$ cat src/rtl/game_pkg.sv
// Shared definitions for the pitch game-flow logic: state encoding, goal centres
// and the ball serve position.
package game_pkg;

    typedef enum logic [2:0] {
        ST_IDLE  = 3'd0,
        ST_SERVE = 3'd1,
        ST_PLAY  = 3'd2,
        ST_GOAL  = 3'd3,
        ST_OVER  = 3'd4
    } state_e;

    // Team-1 goals sit at the top of the pitch, team-2 goals at the bottom.
    localparam int GOAL_Y_TEAM1  = 100;
    localparam int GOAL_Y_TEAM2  = 450;
    localparam int GOAL_X_LEFT   = 300;
    localparam int GOAL_X_MID    = 400;
    localparam int GOAL_X_RIGHT  = 500;

    localparam int SERVE_X       = 463;
    localparam int SERVE_Y       = 275;

    localparam logic [1:0] WIN_NONE  = 2'd0;
    localparam logic [1:0] WIN_TEAM1 = 2'd1;
    localparam logic [1:0] WIN_TEAM2 = 2'd2;

endpackage

$ cat src/rtl/goal_detector.sv
// Registered ball-in-goal detection against the three goal rings of each team.
// A hit is a strict inside test: dx^2 + dy^2 < (GOAL_RADIUS - BALL_RADIUS)^2.
module goal_detector
    import game_pkg::*;
#(
    parameter int BALL_RADIUS = 8,
    parameter int GOAL_RADIUS = 30
) (
    input  logic       clk,
    input  logic       reset,
    input  logic [9:0] ball_x,
    input  logic [9:0] ball_y,
    output logic       hit_team1_goal,
    output logic       hit_team2_goal
);

    localparam logic [20:0] LIMIT_SQ =
        21'((GOAL_RADIUS - BALL_RADIUS) * (GOAL_RADIUS - BALL_RADIUS));

    logic near_team1_p0;
    logic near_team2_p0;

    function automatic logic signed [10:0] diff(input logic [9:0] p, input int c);
        logic signed [10:0] cs;
        cs = 11'(c);
        return $signed({1'b0, p}) - cs;
    endfunction

    // Squaring the magnitude keeps the product unsigned and within 20 bits.
    function automatic logic [19:0] square(input logic signed [10:0] d);
        logic signed [10:0] neg;
        logic [9:0]         mag;
        neg = -d;
        mag = d[10] ? neg[9:0] : d[9:0];
        return {10'b0, mag} * {10'b0, mag};
    endfunction

    function automatic logic in_ring(input logic [9:0] x, input logic [9:0] y,
                                     input int cx, input int cy);
        logic [20:0] dist_sq;
        dist_sq = {1'b0, square(diff(x, cx))} + {1'b0, square(diff(y, cy))};
        return dist_sq < LIMIT_SQ;
    endfunction

    function automatic logic near_row(input logic [9:0] x, input logic [9:0] y,
                                      input int cy);
        return in_ring(x, y, GOAL_X_LEFT, cy) |
               in_ring(x, y, GOAL_X_MID, cy)  |
               in_ring(x, y, GOAL_X_RIGHT, cy);
    endfunction

    always_comb begin
        near_team1_p0 = near_row(ball_x, ball_y, GOAL_Y_TEAM1);
        near_team2_p0 = near_row(ball_x, ball_y, GOAL_Y_TEAM2);
    end

    // p0 -> p1: geometry result registered
    always_ff @(posedge clk) begin
        if (reset) begin
            hit_team1_goal <= 1'b0;
            hit_team2_goal <= 1'b0;
        end else begin
            hit_team1_goal <= near_team1_p0;
            hit_team2_goal <= near_team2_p0;
        end
    end

endmodule

$ cat src/rtl/match_sequencer.sv
// Game-flow controller: IDLE -> SERVE -> PLAY -> GOAL -> (SERVE | OVER), with the
// free-running movement tick, goal scoring and registered status outputs.
module match_sequencer
    import game_pkg::*;
#(
    parameter int BALL_RADIUS        = 8,
    parameter int GOAL_RADIUS        = 30,
    parameter int MOVEMENT_FREQUENCY = 200000,
    parameter int SERVE_TICKS        = 120,
    parameter int GOAL_HOLD_TICKS    = 60,
    parameter int WIN_SCORE          = 5
) (
    input  logic       clk,
    input  logic       reset,
    input  logic       start,
    input  logic [9:0] ball_x,
    input  logic [9:0] ball_y,
    output logic       game_on,
    output logic       game_over,
    output logic       ball_serve,
    output logic       move_tick,
    output logic [3:0] score1,
    output logic [3:0] score2,
    output logic [1:0] winner,
    output logic [2:0] phase
);

    localparam int DIV_W     = (MOVEMENT_FREQUENCY > 2) ? $clog2(MOVEMENT_FREQUENCY) : 1;
    localparam int MAX_TICKS = (SERVE_TICKS > GOAL_HOLD_TICKS) ? SERVE_TICKS : GOAL_HOLD_TICKS;
    localparam int CNT_W     = $clog2(MAX_TICKS + 1);

    localparam logic [DIV_W-1:0] DIV_LAST   = DIV_W'(MOVEMENT_FREQUENCY - 1);
    localparam logic [DIV_W-1:0] DIV_PRE    = DIV_W'(MOVEMENT_FREQUENCY - 2);
    localparam logic [CNT_W-1:0] SERVE_LAST = CNT_W'(SERVE_TICKS - 1);
    localparam logic [CNT_W-1:0] GOAL_LAST  = CNT_W'(GOAL_HOLD_TICKS - 1);
    localparam logic [3:0]       WIN        = 4'(WIN_SCORE);

    state_e           state_q, state_d;
    logic [DIV_W-1:0] div_q;
    logic [CNT_W-1:0] tick_cnt_q, tick_cnt_d;
    logic [3:0]       score1_d, score2_d;
    logic [1:0]       winner_d;
    logic             start_q;
    logic             start_rise;
    logic             hit_team1_goal, hit_team2_goal;

    function automatic logic [3:0] sat_inc(input logic [3:0] s);
        return (s >= WIN) ? WIN : s + 4'd1;
    endfunction

    goal_detector #(
        .BALL_RADIUS (BALL_RADIUS),
        .GOAL_RADIUS (GOAL_RADIUS)
    ) u_goal_detector (
        .clk            (clk),
        .reset          (reset),
        .ball_x         (ball_x),
        .ball_y         (ball_y),
        .hit_team1_goal (hit_team1_goal),
        .hit_team2_goal (hit_team2_goal)
    );

    // move_tick is registered one count early so it is high while div_q is at its last value.
    always_ff @(posedge clk) begin
        if (reset) begin
            div_q     <= '0;
            move_tick <= 1'b0;
        end else begin
            div_q     <= (div_q == DIV_LAST) ? '0 : div_q + DIV_W'(1);
            move_tick <= (div_q == DIV_PRE);
        end
    end

    assign start_rise = start & ~start_q;
    assign phase      = state_q;

    always_comb begin
        state_d    = state_q;
        tick_cnt_d = '0;
        score1_d   = score1;
        score2_d   = score2;
        winner_d   = winner;
        case (state_q)
            ST_IDLE: begin
                if (start) state_d = ST_SERVE;
            end
            ST_SERVE: begin
                tick_cnt_d = move_tick ? tick_cnt_q + CNT_W'(1) : tick_cnt_q;
                if (move_tick && tick_cnt_q == SERVE_LAST) state_d = ST_PLAY;
            end
            ST_PLAY: begin
                // Team 1 scores into the team-2 goals and takes priority.
                if (hit_team2_goal) begin
                    state_d  = ST_GOAL;
                    score1_d = sat_inc(score1);
                end else if (hit_team1_goal) begin
                    state_d  = ST_GOAL;
                    score2_d = sat_inc(score2);
                end
            end
            ST_GOAL: begin
                tick_cnt_d = move_tick ? tick_cnt_q + CNT_W'(1) : tick_cnt_q;
                if (move_tick && tick_cnt_q == GOAL_LAST) begin
                    if (score1 == WIN || score2 == WIN) begin
                        state_d  = ST_OVER;
                        winner_d = (score1 == WIN) ? WIN_TEAM1 : WIN_TEAM2;
                    end else begin
                        state_d = ST_SERVE;
                    end
                end
            end
            ST_OVER: begin
                if (start_rise) begin
                    state_d  = ST_IDLE;
                    score1_d = 4'd0;
                    score2_d = 4'd0;
                    winner_d = WIN_NONE;
                end
            end
            default: state_d = ST_IDLE;
        endcase
        if (state_d != state_q) tick_cnt_d = '0;
    end

    always_ff @(posedge clk) begin
        if (reset) begin
            state_q    <= ST_IDLE;
            tick_cnt_q <= '0;
            score1     <= 4'd0;
            score2     <= 4'd0;
            winner     <= WIN_NONE;
            start_q    <= 1'b0;
            game_on    <= 1'b0;
            game_over  <= 1'b0;
            ball_serve <= 1'b0;
        end else begin
            state_q    <= state_d;
            tick_cnt_q <= tick_cnt_d;
            score1     <= score1_d;
            score2     <= score2_d;
            winner     <= winner_d;
            start_q    <= start;
            game_on    <= (state_d == ST_PLAY);
            game_over  <= (state_d == ST_OVER);
            ball_serve <= (state_d == ST_SERVE) && (state_q != ST_SERVE);
        end
    end

endmodule

$ cat config.mk
export PLATFORM = sky130hd
export DESIGN_NAME = match_sequencer
export DESIGN_NICKNAME = d
export VERILOG_FILES = /design/src/rtl/game_pkg.sv /design/src/rtl/goal_detector.sv /design/src/rtl/match_sequencer.sv
export SDC_FILE = /design/constraint.sdc
export NUM_CORES = 1
export LEC_CHECK = 0
export BUFFER_PORTS_ARGS = -buffer_cell sky130_fd_sc_hd__buf_2
export CAP_MARGIN = 20
export CORE_MARGIN = 8
export CORE_UTILIZATION = 60
export DETAILED_ROUTE_END_ITERATION = 7
export PLACE_DENSITY = 0.76
export SLEW_MARGIN = 10
export SYNTH_ARGS = -nofsm -noshare
export SYNTH_HDL_FRONTEND = slang
export SYNTH_SLANG_ARGS = --single-unit
$ cat constraint.sdc
create_clock -name clk -period 17.5 [get_ports clk]
set_clock_uncertainty 0.2 [all_clocks]
set_input_delay 0.875 -clock clk [delete_from_list [all_inputs] [get_ports clk]]
set_output_delay 0.875 -clock clk [all_outputs]
set_load 0.02 [all_outputs]
==> metrics.cfg, run 1 <==
[cells_and_area]
drive_above_1_share_pct=3.315
final_cell_mix=inv_1, ha_1, nor2_1
fin_area_um2=22860
fin_nets=3454
antenna_cells=0
syn2layout_area_growth_pct=3.873
final_common_cell=inv_1
nFillCells=3241

[timing]
maxSlewViolCount=0
maxSlewHeadroom_pct=30.87
setup_viol=0
finalHoldViolCount=0
max_freq_mhz=89.59
rsz0062_at_grt=no
finalCritPeriodShare_pct=63.79
whs_ns=0.2713
period_needed_ns=11.16
finalSetupTns_ns=0
worst_pin_slew_ns=1.029

[grt]
antenna_found_initial=0
grt.total_usage_pct=26.92
grt_pass1_wl_um=97710
grt_max_degree=26
grt_remaining_overflow=0
grt_pass1_vias=20090

[die]
fp.coreArea_um2=36350
die_area_um2=43060
initial_core_util_pct=60.54
die_h_um=207.5
io-pin-count=40
rows=70
die_w_um=207.5

[detailed_routing]
wl_per_cell_um=17.69
first_iter_violations=1416
wirelength_um=58450
drc=0
drtPass1Iterations=5
vias=19710
antenna_left=0
viasPerCell=5.965

[yosys]
syn-num-nets=3442
avgSynthCellArea_um2=7.794
ys_async_sr_fraction_pct=0
yosysSeqAreaShare_pct=4.094
yosysUniqueCellTypes=82
syn-cell-area_um2=22000
ys.flop_type=dfxtp_1
synth_edf_count=0
ys_warn_count=0
synth_cells=2823
ys_ff_latch=45

[worst_setup_path]
cpPeakStageDelay_ns=0.78
worstPathArrival_ns=11.21
end_kind=flop
path_class=input port to flop
timing.critical_path.mode_cell=inv_1
worstPathRequired_ns=17.55
worstPathMaxFanout=11
worst_path_max_delay_cell=xor2_1
cp-start-kind=input port

[clock_network]
ctsResizeCount=0
cts_tree=yes
cts_buffers=5
postCtsSetupBuffers=0
clk_pin_slew_ns=0.10
clock-root-buffer=clkbuf_16
cts_buffer_depth=2
clkLatencyLatePin_ns=0.31
clock_sinks=45
hold_buffers=0
cts_max_level=2

[run_status]
outcome=completed

[min_path]
hold_class=flop to flop

[place]
io_buffers=39
hpwl_um=49960
placed_area_um2=22690
place_congestion=0.9929

[job]
max_cap_viol_count=0

-- critical path: cells and delay by family --
family / cells / cell delay, ns
and+or+nand+nor: 10 / 2.41
buffers and inverters: 8 / 1.13
xor gates and xnor gates: 2 / 0.94
adders and majority gates: 8 / 3.59
AOI/OAI and AO/OA: 8 / 2.25
-- path summary, 6_finish.rpt --
path / from / to / slack (ns) / depth (start not counted)
worst max-delay path: ball_x[2] / u_goal_detector.hit_team1_goal$_SDFF_PP0_ / 6.34 / 36
worst min-delay path: winner[0]$_SDFFE_PP0P_ / winner[0]$_SDFFE_PP0P_ / 0.27 / 2
worst max register to register: div_q[6]$_SDFF_PP0_ / div_q[14]$_SDFF_PP0_ / 15.08 / 5
worst min register to register: winner[0]$_SDFFE_PP0P_ / winner[0]$_SDFFE_PP0P_ / 0.27 / 2
-- flip-flops by register name (all words and copies together), names as in the netlist, 2 cells and up --
name        flops
tick_cnt_q      7
winner          2
div_q          18
score1          4
phase           3
score2          4
-- cell type report --
class                      instances  area [µm²]  area share (%)
clock inverter                     3       25.02          0.1095
inverter                         457        1715           7.505
multi-input combinational       2273       19200           84.02
tap                              468       585.6           2.562
sequential                        45       900.9           3.942
clock buffer                       5       125.1          0.5474
timing repair buffer              53       300.3           1.314
-- layer usage --
metal  track usage [%]  part of all wire, %  vias to the layer above
met5                 0                    0                        -
met4             6.951                  2.5                        0
met1             34.86                   43                     9455
met2             46.37                   47                      629
li1                  -                    -                     9520
met3             4.136                  6.7                      105
-- cells by family (layout without fill, tap and decap cells) --
logic type / Yosys count / in the layout / share of synthesized area [%]
compound gates: 536 / 536 / 16.08
xor+xnor: 225 / 225 / 8.956
fa+ha+maj: 596 / 596 / 41.87
buf+inv: 505 / 518 / 8.660
flops: 45 / 45 / 4.094
mux: 37 / 37 / 1.751
simple gates: 879 / 879 / 18.59
-- Yosys cell counts (22+ instances only) --
library cell	n	area [µm²]
inv_1	454	1704
ha_1	362	4529
nor2_1	327	1227
fa_1	234	4684
nand2_1	204	765.7
a21oi_1	153	765.7
xnor2_1	143	1252
o21ai_0	99	495.5
xor2_1	82	718.2
nor3_1	61	305.3
nand3_1	54	270.3
a21o_1	46	345.3
dfxtp_1	45	900.9
clkbuf_1	42	157.7
nand2b_1	42	262.8
nor2b_1	37	231.5
and2_1	31	193.9
mux2i_1	28	280.3
o21bai_1	26	195.2
a31oi_1	25	156.4
nand4_1	25	156.4
o21a_1	25	187.7
and3_1	23	143.9
a211oi_1	22	165.2
-- through the flow --
stage / setup WS, ns / utilization [%] / std cells
floorplan: 7.374 / - / 2823
CTS: 6.234 / 62.84 / 3303
finish: 6.337 / 62.88 / 3304
detailed placement: 5.958 / 62.43 / 3295
global placement: 6.000 / 62.43 / 3295
global route: 5.593 / 62.88 / 3304
Power of run 1 is not shown: default switching activity piles up to over one toggle a cycle in this logic, so the estimate is an artifact.
==> inputs of run 2 (changes only) <==
Clock period 17.5 ns to 10.5 ns, I/O delays scaled along.
==> run 2 against run 1 <==
Clock-buffer cell count unchanged. Via count increased by 0.84%. Utilization increased by 0.77 points. Sequential share of layout area about the same. Highest routed layer unchanged.
==> metrics.cfg, run 2 (synthesis gave the netlist of run 1 again) <==
[detailed_routing]
topRoutingLayerUsed=met4
drtPass1Iterations=6
route.met2.wl_um=27660
wl_per_cell_um=17.38
drc=0
vias=19880
wirelength_um=58050
wl_met3_um=3869
first_iter_violations=1492
viasPerCell=5.951
antenna_left=0
met1Wirelength_um=24940

[grt]
grt_pass1_vias=19800
grt_max_degree=26
grt_remaining_overflow=0
grt.total_usage_pct=26.16
antenna_found_initial=0
grt_pass1_wl_um=95760

[die]
die_w_um=207.5
initial_core_util_pct=60.54
die_area_um2=43060
die_h_um=207.5
fp.coreArea_um2=36350
io-pin-count=40
rows=70

[clock_network]
clock_sinks=45
clkLatencyLatePin_ns=0.28
cts_buffer_depth=2
cts_max_level=2
cts_buffers=5
cts_tree=yes
clock-root-buffer=clkbuf_16
hold_buffers=0
clk_pin_slew_ns=0.07

[cells_and_area]
syn2layout_area_growth_pct=5.141
antenna_cells=0
final_util_pct=63.65
multi_input_area_um2=19220
fin_nets=3490
final_cell_count_no_fill=3340
final_common_cell=inv_1
drive_above_1_share_pct=4.596
largest_reg_flops=18
regMostFlops=div_q
final_cell_mix=inv_1, ha_1, nor2_1
reg_top3=div_q (18), tick_cnt_q (7)
fin_area_um2=23130
nFillCells=3167
regArea_um2=900.9

[timing]
finalCritPeriodShare_pct=93.93
finalSetupTns_ns=0
finalHoldViolCount=0
period_needed_ns=9.863
max_freq_mhz=101.4
maxSlewHeadroom_pct=33.38
maxSlewViolCount=0
rsz0062_at_grt=no
worst_pin_slew_ns=0.9922
setup_viol=0

[place]
place_congestion=0.9417
hpwl_um=49420
placed_cells=3330
io_buffers=39
placed_area_um2=22950

[worst_setup_path]
timing.critical_path.mode_cell=inv_1
path_class=input port to flop
worst_path_max_delay_cell=fa_1
worstPathArrival_ns=9.87
worstPathRequired_ns=10.51
cp-start-kind=input port
end_kind=flop
cpPeakStageDelay_ns=0.56
worstPathMaxFanout=7

[run_status]
outcome=completed

[job]
max_cap_viol_count=0

[min_path]
hold_class=flop to flop

run 2: cell types whose count changed in the layout (fill, tap and decap cells not counted):
cell | before | now
a2111oi_0 | 6 | 8
a2111oi_1 | 2 | 0
inv_6 | 2 | 1
xnor2_1 | 143 | 142
xor2_1 | 82 | 81
o21bai_2 | 1 | 0
buf_4 | 14 | 50
xor2_2 | 0 | 1
a21oi_2 | 2 | 3
a21oi_1 | 153 | 152
xnor2_2 | 0 | 1
clkinv_2 | 0 | 1
o21bai_1 | 25 | 26
run 2: metrics by stage:
step	setup slack (ns)	hold slack [ns]
after CTS	0.6057	0.2686
final	0.6370	0.2607
after global placement	0.5549	0.2547
after floorplan	0.7241	0.2376
after global routing	0.05332	0.2924
after detailed placement	0.3312	0.2581
run 2: what timing repair did:
action | in CTS | in global routing
resized for setup | 0 | 3
buffers inserted | 0 | 1
endpoints found under the setup margin | 0 | 2
run 2: final cells by class:
cell class                      count  area share, %
Inverter                          457          7.415
Multi-Input combinational cell   2273          83.06
Tap cell                          468          2.531
Clock inverter                      3        0.09194
Sequential cell                    45          3.894
Timing Repair Buffer               89          2.466
Clock buffer                        5         0.5408
run 2: final timing paths:
| path | startpoint | to | slack (ns) | depth (start not counted) |
|---|---|---|---|---|
| setup / recovery | ball_y[2] | u_goal_detector.hit_team1_goal$_SDFF_PP0_ | 0.64 | 39 |
| hold / removal | winner[0]$_SDFFE_PP0P_ | winner[0]$_SDFFE_PP0P_ | 0.26 | 2 |
| setup reg to reg | div_q[6]$_SDFF_PP0_ | div_q[14]$_SDFF_PP0_ | 8.12 | 6 |
| hold reg to reg | winner[0]$_SDFFE_PP0P_ | winner[0]$_SDFFE_PP0P_ | 0.26 | 2 |
run 2: critical path: cells and delay by family:
kind / cells / cell delay, ns
simple gates: 12 / 2.10
buf+inv: 6 / 0.65
fa+ha+maj: 8 / 3.45
mux: 1 / 0.20
compound gates: 10 / 2.48
xor+xnor: 2 / 0.42
run 2: routing by layer:
| layer | global-route usage (%) | vias to the layer above |
|---|---|---|
| met5 | 0 | - |
| met2 | 45.57 | 675 |
| met4 | 6.754 | 0 |
| li1 | - | 9606 |
| met1 | 33.88 | 9484 |
| met3 | 3.321 | 110 |
Power of run 2 is left out for the same reason.
